==> config.mk <==
export PLATFORM = sky130hd
export DESIGN_NAME = rock_scheduler
export DESIGN_NICKNAME = d
export VERILOG_FILES = /design/src/rtl/rock_scheduler_pkg.sv /design/src/rtl/rock_scheduler_sat_counter.sv /design/src/rtl/rock_scheduler.sv
export SDC_FILE = /design/constraint.sdc
export NUM_CORES = 1
export LEC_CHECK = 0
export ABC_AREA = 1
export CAP_MARGIN = 20
export CORE_MARGIN = 8
export CORE_UTILIZATION = 59
export DETAILED_ROUTE_END_ITERATION = 6
export DONT_BUFFER_PORTS = 1
export MAX_ROUTING_LAYER = met4
export PLACE_DENSITY = 0.71
export SLEW_MARGIN = 20
export SYNTH_ARGS = -nofsm -noshare
export SYNTH_HDL_FRONTEND = slang
export SYNTH_SLANG_ARGS = --single-unit
export TNS_END_PERCENT = 10
==> constraint.sdc <==
create_clock -name clk -period 1.88 [get_ports clk]
set_input_delay 0.188 -clock clk [delete_from_list [all_inputs] [get_ports clk]]
set_output_delay 0.188 -clock clk [all_outputs]
set_load 0.05 [all_outputs]
==> src/rtl/rock_scheduler_pkg.sv <==
// Shared state encoding and default tuning constants for the rock scheduler.
// Pure declarations; no logic, no latency, no flow control.
package rock_scheduler_pkg;

    typedef enum logic [2:0] {
        IDLE      = 3'd0,
        RAMP_UP   = 3'd1,
        HOLD      = 3'd2,
        RAMP_DOWN = 3'd3,
        DRAIN     = 3'd4,
        STOP      = 3'd5
    } state_e;

    localparam int unsigned QUIET_TICKS_DEF = 8;
    localparam int unsigned HOLD_TICKS_DEF  = 4;
    localparam int unsigned F_MAX_DEF       = 6;

endpackage

==> src/rtl/rock_scheduler_sat_counter.sv <==
// 4-bit saturating event counter; tc_o flags that the next increment reaches LIMIT.
// Updates one clk after clr_i/inc_i; no backpressure, clear wins over increment.
module sat_counter #(
    parameter int unsigned LIMIT = 8
) (
    input  logic clk,
    input  logic reset,
    input  logic clr_i,
    input  logic inc_i,
    output logic tc_o
);

    logic [3:0] cnt_q;
    logic [3:0] cnt_d;

    always_comb begin
        cnt_d = cnt_q;
        if (clr_i) begin
            cnt_d = 4'd0;
        end else if (inc_i && (cnt_q != 4'hF)) begin
            cnt_d = cnt_q + 4'd1;
        end
    end

    always_ff @(posedge clk or posedge reset) begin
        if (reset) begin
            cnt_q <= 4'd0;
        end else begin
            cnt_q <= cnt_d;
        end
    end

    assign tc_o = (32'(cnt_q) + 32'd1) >= LIMIT;

endmodule

==> src/rtl/rock_scheduler.sv <==
// Cradle-rocking scheduler: steers a frequency/amplitude generator with one-clk raise/lower pulses.
// Pulses are registered (1 clk after an accepted tick); the tick right after any pulse is dropped.
module rock_scheduler
    import rock_scheduler_pkg::*;
#(
    parameter int unsigned QUIET_TICKS = QUIET_TICKS_DEF,
    parameter int unsigned HOLD_TICKS  = HOLD_TICKS_DEF,
    parameter int unsigned F_MAX       = F_MAX_DEF
) (
    input  logic       clk,
    input  logic       reset,
    input  logic       tick,
    input  logic       cry,
    input  logic [2:0] F,
    input  logic [2:0] A,
    input  logic       F0,
    output logic       Fhoog,
    output logic       Flaag,
    output logic       Alaag,
    output logic [2:0] state,
    output logic       done
);

    state_e state_q, state_d;
    logic   fhoog_q, fhoog_d;
    logic   flaag_q, flaag_d;
    logic   alaag_q, alaag_d;
    logic   done_q;
    logic   ign_q, ign_d;
    logic   acc;
    logic   at_max;
    logic   can_up;
    logic   q_clr, q_inc, q_tc;
    logic   h_clr, h_inc, h_tc;

    sat_counter #(.LIMIT(QUIET_TICKS)) u_quiet (
        .clk   (clk),
        .reset (reset),
        .clr_i (q_clr),
        .inc_i (q_inc),
        .tc_o  (q_tc)
    );

    sat_counter #(.LIMIT(HOLD_TICKS)) u_hold (
        .clk   (clk),
        .reset (reset),
        .clr_i (h_clr),
        .inc_i (h_inc),
        .tc_o  (h_tc)
    );

    // The generator only settles on the negedge after a pulse, so that tick is dropped.
    assign acc    = tick & ~ign_q;
    assign at_max = 32'(F) >= F_MAX;
    assign can_up = ~at_max & ~F0;

    always_comb begin
        state_d = state_q;
        fhoog_d = 1'b0;
        flaag_d = 1'b0;
        alaag_d = 1'b0;
        q_clr   = 1'b0;
        q_inc   = 1'b0;
        h_clr   = 1'b0;
        h_inc   = 1'b0;
        if (acc) begin
            case (state_q)
                IDLE: begin
                    if (cry) begin
                        state_d = RAMP_UP;
                        fhoog_d = can_up;
                    end
                end
                RAMP_UP: begin
                    if (cry) begin
                        q_clr = 1'b1;
                        if (at_max) begin
                            state_d = HOLD;
                        end else begin
                            fhoog_d = can_up;
                        end
                    end else begin
                        q_inc = 1'b1;
                        if (q_tc) begin
                            state_d = RAMP_DOWN;
                        end
                    end
                end
                HOLD: begin
                    if (cry) begin
                        h_clr = 1'b1;
                    end else begin
                        h_inc   = 1'b1;
                        alaag_d = A > 3'd1;
                        if (h_tc) begin
                            state_d = RAMP_DOWN;
                        end
                    end
                end
                RAMP_DOWN: begin
                    if (cry) begin
                        state_d = RAMP_UP;
                    end else begin
                        flaag_d = ~F0;
                        if (F == 3'd1) begin
                            state_d = DRAIN;
                        end
                    end
                end
                DRAIN: begin
                    if (F0 && (A == 3'd0)) begin
                        state_d = STOP;
                    end
                end
                default: ;
            endcase
        end
        // Every state change starts both counters from zero.
        if (state_d != state_q) begin
            q_clr = 1'b1;
            h_clr = 1'b1;
        end
    end

    assign ign_d = fhoog_d | flaag_d | alaag_d;

    always_ff @(posedge clk or posedge reset) begin
        if (reset) begin
            state_q <= IDLE;
            fhoog_q <= 1'b0;
            flaag_q <= 1'b0;
            alaag_q <= 1'b0;
            done_q  <= 1'b0;
            ign_q   <= 1'b0;
        end else begin
            state_q <= state_d;
            fhoog_q <= fhoog_d;
            flaag_q <= flaag_d;
            alaag_q <= alaag_d;
            done_q  <= (state_d == STOP);
            ign_q   <= ign_d;
        end
    end

    assign Fhoog = fhoog_q;
    assign Flaag = flaag_q;
    assign Alaag = alaag_q;
    assign state = state_q;
    assign done  = done_q;

endmodule
* After elaboration in Yosys (flattened, before gate mapping)
Cells that the tools add are included.
** Operators by class
- $add $sub $neg :: 4
- Mux-type cells :: 38
- Multipliers :: 0
- Divide/modulo/power cells :: 0
- Reduce and logical (&&, ||, !) cells :: 7
- $lt $le $gt $ge :: 4
- Shifts and indexed selects :: 0
- Equality and inequality tests :: 9
- Bitwise gates (word level) :: 7
** Operators with widths (count)
- >= comparator 32 x 3 -> 1 bit (second input constant) :: 1
- >= comparator 32 x 4 -> 1 bit (second input constant) :: 1
- 2-to-1 mux 3 bit :: 10
- 2-to-1 mux 1 bit :: 22
- 2-to-1 mux 4 bit :: 4
- one-hot mux 3 bit (5 select lines) :: 1
- adder 4 x 1 -> 5 bit (second input constant) :: 2
- adder 4 x 1 -> 4 bit (second input constant) :: 2
- inequality test 4 bit (second input constant) :: 2
- == test 3 x 1 -> 1 bit (second input constant) :: 2
- == test 3 x 2 -> 1 bit (second input constant) :: 2
- == test 3 bit (second input constant) :: 2
- logical NOT 3 bit :: 2
- nonzero test 2 bit :: 2
- >= comparator 3 bit (second input constant) :: 1
- > comparator 3 x 1 -> 1 bit (second input constant) :: 1
- logical AND 1 bit :: 3
- inequality test 3 bit :: 1
- NOT 1 bit :: 3
- AND 1 bit :: 2
- bitwise OR 1 bit :: 2
- one-hot mux 1 bit (2 select lines) :: 1
** Word-level totals
- Word-level logic and storage cells :: 77
- Bits in writable memories :: 0
- Bits of input ports :: 11
- ROM bits :: 0
- Register bits :: 16
- Latch bits :: 0
- Memories kept :: 0
- Output and inout port bits :: 7

* Depth between registers and ports, before layout
- Depth in word-level cells :: 9
- Gate-level depth with buffers :: 10
- Depth with buffers taken out :: 10

* Modules after synthesis
From an unflattened synthesis, not the netlist that was laid out.
** Second synthesis, totals
- Cell total of the unflattened synthesis :: 143
- Area, all modules :: 1058.5 µm²
** Modules (own cells, without submodules)
- rock_scheduler :: seq. area each 200.2 µm², area an instance 571.8 µm², cells an instance 85, times used 1
- sat_counter (u_hold) :: seq. area each 100.1 µm², area an instance 244.0 µm², cells an instance 29, times used 1
- sat_counter (u_quiet) :: seq. area each 100.1 µm², area an instance 242.7 µm², cells an instance 29, times used 1

* Worst setup path before layout
Ideal clock, no wire load.
- Path type :: register to register
- Start :: register state_q[2] (netlist: state[2])
- End :: register ign_q
- Slack :: 0.211 ns
- Required time :: 1.749 ns
- Buffers on the path :: 0
- Cell stages (with the launch flop) :: 9
- Setup time :: 0.131 ns
- Period minus slack after synthesis :: 1.669 ns
- Arrival time :: 1.538 ns
- Cells stage by stage :: dfrtp_1 -> inv_2 -> nand2_2 -> nor2_1 -> inv_1 -> nor2_1 -> inv_1 -> nor2_1 -> or3_1
** On the way
- Elaborated cells between the ends (all ways) :: 12
- Those cells by class :: eq/ne (3); mux (6); bitwise (2); reduce/logical (1)
** RTL lines
- from (decl) :: RTL line rock_scheduler.sv:24 : state_e state_q, state_d;
- from (signal assigned) :: RTL line rock_scheduler.sv:136 : state_q <= state_d;
- == test 3 x 2 -> 1 bit :: RTL line rock_scheduler.sv:67 : case (state_q)
- 2-to-1 mux 1 bit :: RTL line rock_scheduler.sv:67
- 2-to-1 mux 1 bit :: RTL line rock_scheduler.sv:66 : if (acc) begin
- via alaag_d :: RTL line rock_scheduler.sv:27 : logic alaag_q, alaag_d;
- bitwise OR 1 bit :: RTL line rock_scheduler.sv:125 : assign ign_d = fhoog_d | flaag_d | alaag_d;
- via ign_d :: RTL line rock_scheduler.sv:29 : logic ign_q, ign_d;
- to (signal assigned) :: RTL line rock_scheduler.sv:141 : ign_q <= ign_d;
- to (decl) :: RTL line rock_scheduler.sv:29
The timed path passes the listed nets, and every way through them passes these cells.
A chain may end at the register's enable or synchronous reset.

* Worst setup path in the final report
- Start :: register state_q[1] (netlist: state[1])
- End :: register u_hold.cnt_q[3]
** On the way
- Cells in the longest elaborated chain, start to end :: 7
- Elaborated cells between the ends (all ways) :: 25
- Those cells by class :: eq/ne (5); mux (17); reduce/logical (3)
** RTL lines
- 2-to-1 mux 3 bit, on equally long branches
- 2-to-1 mux 3 bit, on equally long branches :: RTL line rock_scheduler.sv:101, rock_scheduler.sv:75, rock_scheduler.sv:90
- one-hot mux 3 bit (5 select lines) :: RTL line rock_scheduler.sv:67
- 2-to-1 mux 3 bit :: RTL line rock_scheduler.sv:66
- inequality test 3 bit :: RTL line rock_scheduler.sv:119 : if (state_d != state_q) begin
- 2-to-1 mux 1 bit :: RTL line rock_scheduler.sv:119
- 2-to-1 mux 4 bit / nonzero test 2 bit (equally long branches)
- to (signal assigned) :: RTL line rock_scheduler_sat_counter.sv:29 : cnt_q <= cnt_d;
- to (decl) :: RTL line rock_scheduler_sat_counter.sv:13 : logic [3:0] cnt_q;
Several ways; a longest one is shown, not always the timed one.

==> flow_summary.rst <==
.. list-table::
   :header-rows: 1

   * - Metric
     - Value
   * - 1st-pass router iterations
     - 4
   * - Min Hold Slack
     - around 0.077 ns
   * - Total wire length
     - slightly below 2000 um
   * - Worst-skew pair later-pin latency
     - between 0.2 and 0.3 ns
   * - Post-synth top flop
     - dfrtp_1
   * - TritonCTS buffer count
     - 3
   * - Sum of net half-perimeters after detailed placement
     - between 1500 and 2000 um
   * - Accumulated negative setup slack
     - 0 ns
   * - Area fraction of the dominant cell type after synthesis
     - 0.395
   * - Number of max-slew violations in the final report
     - 0
   * - Total nets after synthesis
     - about 140
   * - Number of flops mapped to enable cells by yosys
     - 0
   * - I/O Pins
     - 18
   * - Slew at the pin closest to its max-slew limit
     - between 0.6 and 0.7 ns
   * - Category of the worst setup path capture point
     - flip-flop
   * - Number of distinct library cells after synthesis
     - 31
   * - Cell chosen for the clock root
     - clkbuf_4
   * - Reg clk slew, reported paths
     - roughly 0.10 ns
   * - Fin area
     - ~0.0011 mm2
   * - Worst setup SP type
     - flip-flop
   * - Area of placed instances
     - about 0.0011 mm2
   * - Number of nets in the layout
     - 146
   * - Non-filler instance count after layout
     - 147
   * - CTS tree
     - done
   * - Portion of total power attributed to combinational logic
     - 0.445
   * - Leftover overflow at the end of global routing
     - 0
   * - DRC violation count after routing
     - 0
   * - Cell types with the highest counts after synthesis
     - 19 x nor2_1, 16 x dfrtp_1, 15 x inv_1, 15 x nand2_1, 6 x nand3_1
   * - Result of the run
     - completed
   * - Vias in the first global route
     - about 770
   * - Power dissipated by switching net loads
     - approximately 680 uW
   * - # rows
     - 15
   * - Post-layout power
     - 1.42 mW
   * - Library cell with the largest summed area after synthesis
     - dfrtp_1
   * - Layout cell share with drive strength beyond 1
     - 0.208
   * - Unrepaired setup endpoints after global routing
     - false
   * - Crit path DAT
     - between 1.5 and 2 ns
   * - Synthesized area divided by synthesized cell count
     - about 8.4 um2
   * - Top area cells in the synthesized netlist
     - dfrtp_1 39%, nor2_1 7.0%, inv_1 5.5%
   * - Shortest clock period the worst path allows after layout
     - between 1.5 and 2 ns
   * - RD Place Congestion
     - roughly 0.86
   * - Clock Tree Buf Depth
     - 2
   * - Type of the setup path with the least slack
     - reg2reg
   * - Leak pwr
     - between 0.5 and 0.6 nW
   * - Number of clock sinks
     - 16
   * - Relative contribution of the clock network to total power
     - 0.166
   * - Sequential-to-total area share from yosys stat
     - 0.395
   * - Cell with the most instances after synthesis
     - nor2_1
   * - Class of the tightest hold or removal check
     - in2reg
   * - Placed cell count
     - roughly 140
   * - Number of storage elements in the synthesis netlist
     - 16
   * - Achievable clock frequency
     - 631 MHz
   * - Placeable core region
     - roughly 0.0017 mm2
   * - Max-slew headroom
     - 0.583
   * - Ys async rst share
     - 1.00
   * - All-Layer GR Usage
     - 0.132
   * - Final Setup Violations
     - 0
   * - Height of the chip
     - between 50 and 60 um
   * - Setup slack after placement
     - 0.321 ns
   * - Switching Share
     - 0.475
   * - Clock Skews
     - around 0.0042 ns
   * - Count of antenna diodes in the layout
     - 0
   * - Met2 usage in global routing
     - 0.199
   * - Antenna violations before repair
     - 0
   * - Via Count
     - slightly above 800
   * - Post-synthesis cell count
     - about 120
   * - Power Internal
     - approximately 750 uW
   * - Full die area
     - ~0.0033 mm2
   * - Crit path max fanout
     - 6
   * - Number of inserted filler cells in the final layout
     - approximately 150
   * - Avg Vias per Cell
     - around 5.5
   * - GR met3 Demand/Resource
     - 0.0336
   * - Iter 0 DRT Violations
     - 26
   * - Port-buffer cells
     - 0
   * - Wire length of the first global-routing pass
     - between 3000 and 4000 um
   * - Area of the mapped netlist
     - about 0.0010 mm2
   * - Areal power density over the cells
     - 1270 mW/mm2
   * - Largest net degree at the start of global routing
     - 17
   * - Max-cap violations
     - 0
   * - X dimension of the die
     - approximately 57 um
   * - Most Used Layer, Global Route
     - met2
   * - Final routed wire length divided by cell count
     - roughly 13 um
   * - Worst IR drop on VDD
     - 0.855 mV
   * - Number of routed nets with antenna violations
     - 0
   * - Layout-stage area growth over the synthesis result
     - 9.86%
   * - Sequential group share of total power
     - 0.390
   * - Count of endpoints failing hold in the final timing report
     - 0
   * - Number of levels in the clock H-tree
     - 1
   * - Required time of the critical path
     - 2.10 ns
   * - Initial Util
     - 0.607
   * - Count of yosys warnings during synthesis
     - 0
   * - Period utilisation layout
     - 0.843
   * - GR Util met1
     - 0.164
   * - Post-route core utilization
     - 0.667
   * - Fin worst setup slack
     - 0.295 ns
-- critical path: stages, from the launching register on --
cell and delay (ns):
dfrtp_1 0.47, nor2_2 0.16, nor2_2 0.07, nor2_8 0.13, nand3_1 0.08, nor2_1 0.13
nand3_2 0.11, nand3_2 0.09, nand4_2 0.12, nor2_1 0.14
-- what timing repair did --
action / in CTS / in global routing
resized for setup: 0 / 0
hold buffers: 2 / 0
setup buffers: 0 / 0
hold endpoints to repair: 17 / 0
-- state kept, by name (all words and copies together) (netlist names) --
signal / count
Fhoog: 1
u_quiet.cnt_q: 4
u_hold.cnt_q: 4
state: 3
Alaag: 1
done: 1
Flaag: 1
ign_q: 1
-- worst paths after layout --
path	slack (ns)	from	end	depth (start not counted)
max in group asynchronous	1.08	reset	u_quiet.cnt_q[1]	2
min	0.08	A[2]	Alaag	2
max	0.30	state[1]	u_hold.cnt_q[3]	9
max reg2reg	0.30	state[1]	u_hold.cnt_q[3]	9
min reg2reg	0.60	u_hold.cnt_q[2]	u_hold.cnt_q[2]	2
min in group asynchronous	0.40	reset	Flaag	2
-- final cells by class --
| type | count | area, um2 | share of cell area |
|---|---|---|---|
| sequential | 16 | 400 | 0.359 |
| clock buffer | 4 | 36.3 | 0.0325 |
| inverter | 20 | 77.6 | 0.0696 |
| timing repair buffer | 5 | 42.5 | 0.0382 |
| tap | 17 | 21.3 | 0.0191 |
| multi-input combinational | 85 | 537 | 0.481 |
-- cells by family after synthesis --
family,count (synthesis),share of synthesized area
simple gates,61,0.337
flops,16,0.395
mux,2,0.0197
buf+inv,20,0.0764
xor+xnor,5,0.0432
compound gates,13,0.0801
fa+ha+maj,4,0.0493
-- power groups by stage --
stage	Combinational [mW]	Clock, mW	Sequential (mW)
global route	0.702	0.243	0.564
floorplan	0.395	0	0.646
finish	0.632	0.236	0.554
CTS	0.639	0.239	0.552
global placement	0.619	0	0.556
detailed placement	0.632	0	0.560
-- metal layers --
layer  vias up  routed length, um
met5         -                  0
met4         0                 26
met3         4                125
met2        19                921
met1       379                906
li1        410                  -
-- placed cells by master, fill, tap and decap left out, types with 2 or more instances in the layout --
| master | n |
|---|---|
| clkbuf_4 | 3 |
| a21oi_1 | 3 |
| buf_4 | 3 |
| dfrtp_1 | 16 |
| xor2_1 | 4 |
| ha_1 | 4 |
| nand3b_1 | 2 |
| mux2i_1 | 2 |
| dlygate4sd3_1 | 2 |
| nand3_1 | 6 |
| inv_1 | 15 |
| nand4_1 | 2 |
| nand4_2 | 2 |
| nand2_1 | 15 |
| nand2_2 | 2 |
| nor2_2 | 2 |
| nand3_2 | 4 |
| nor2_1 | 19 |
| inv_2 | 4 |
| nor2_4 | 2 |
| o21ai_0 | 4 |
No activity file was read; power rests on OpenSTA's default activity.
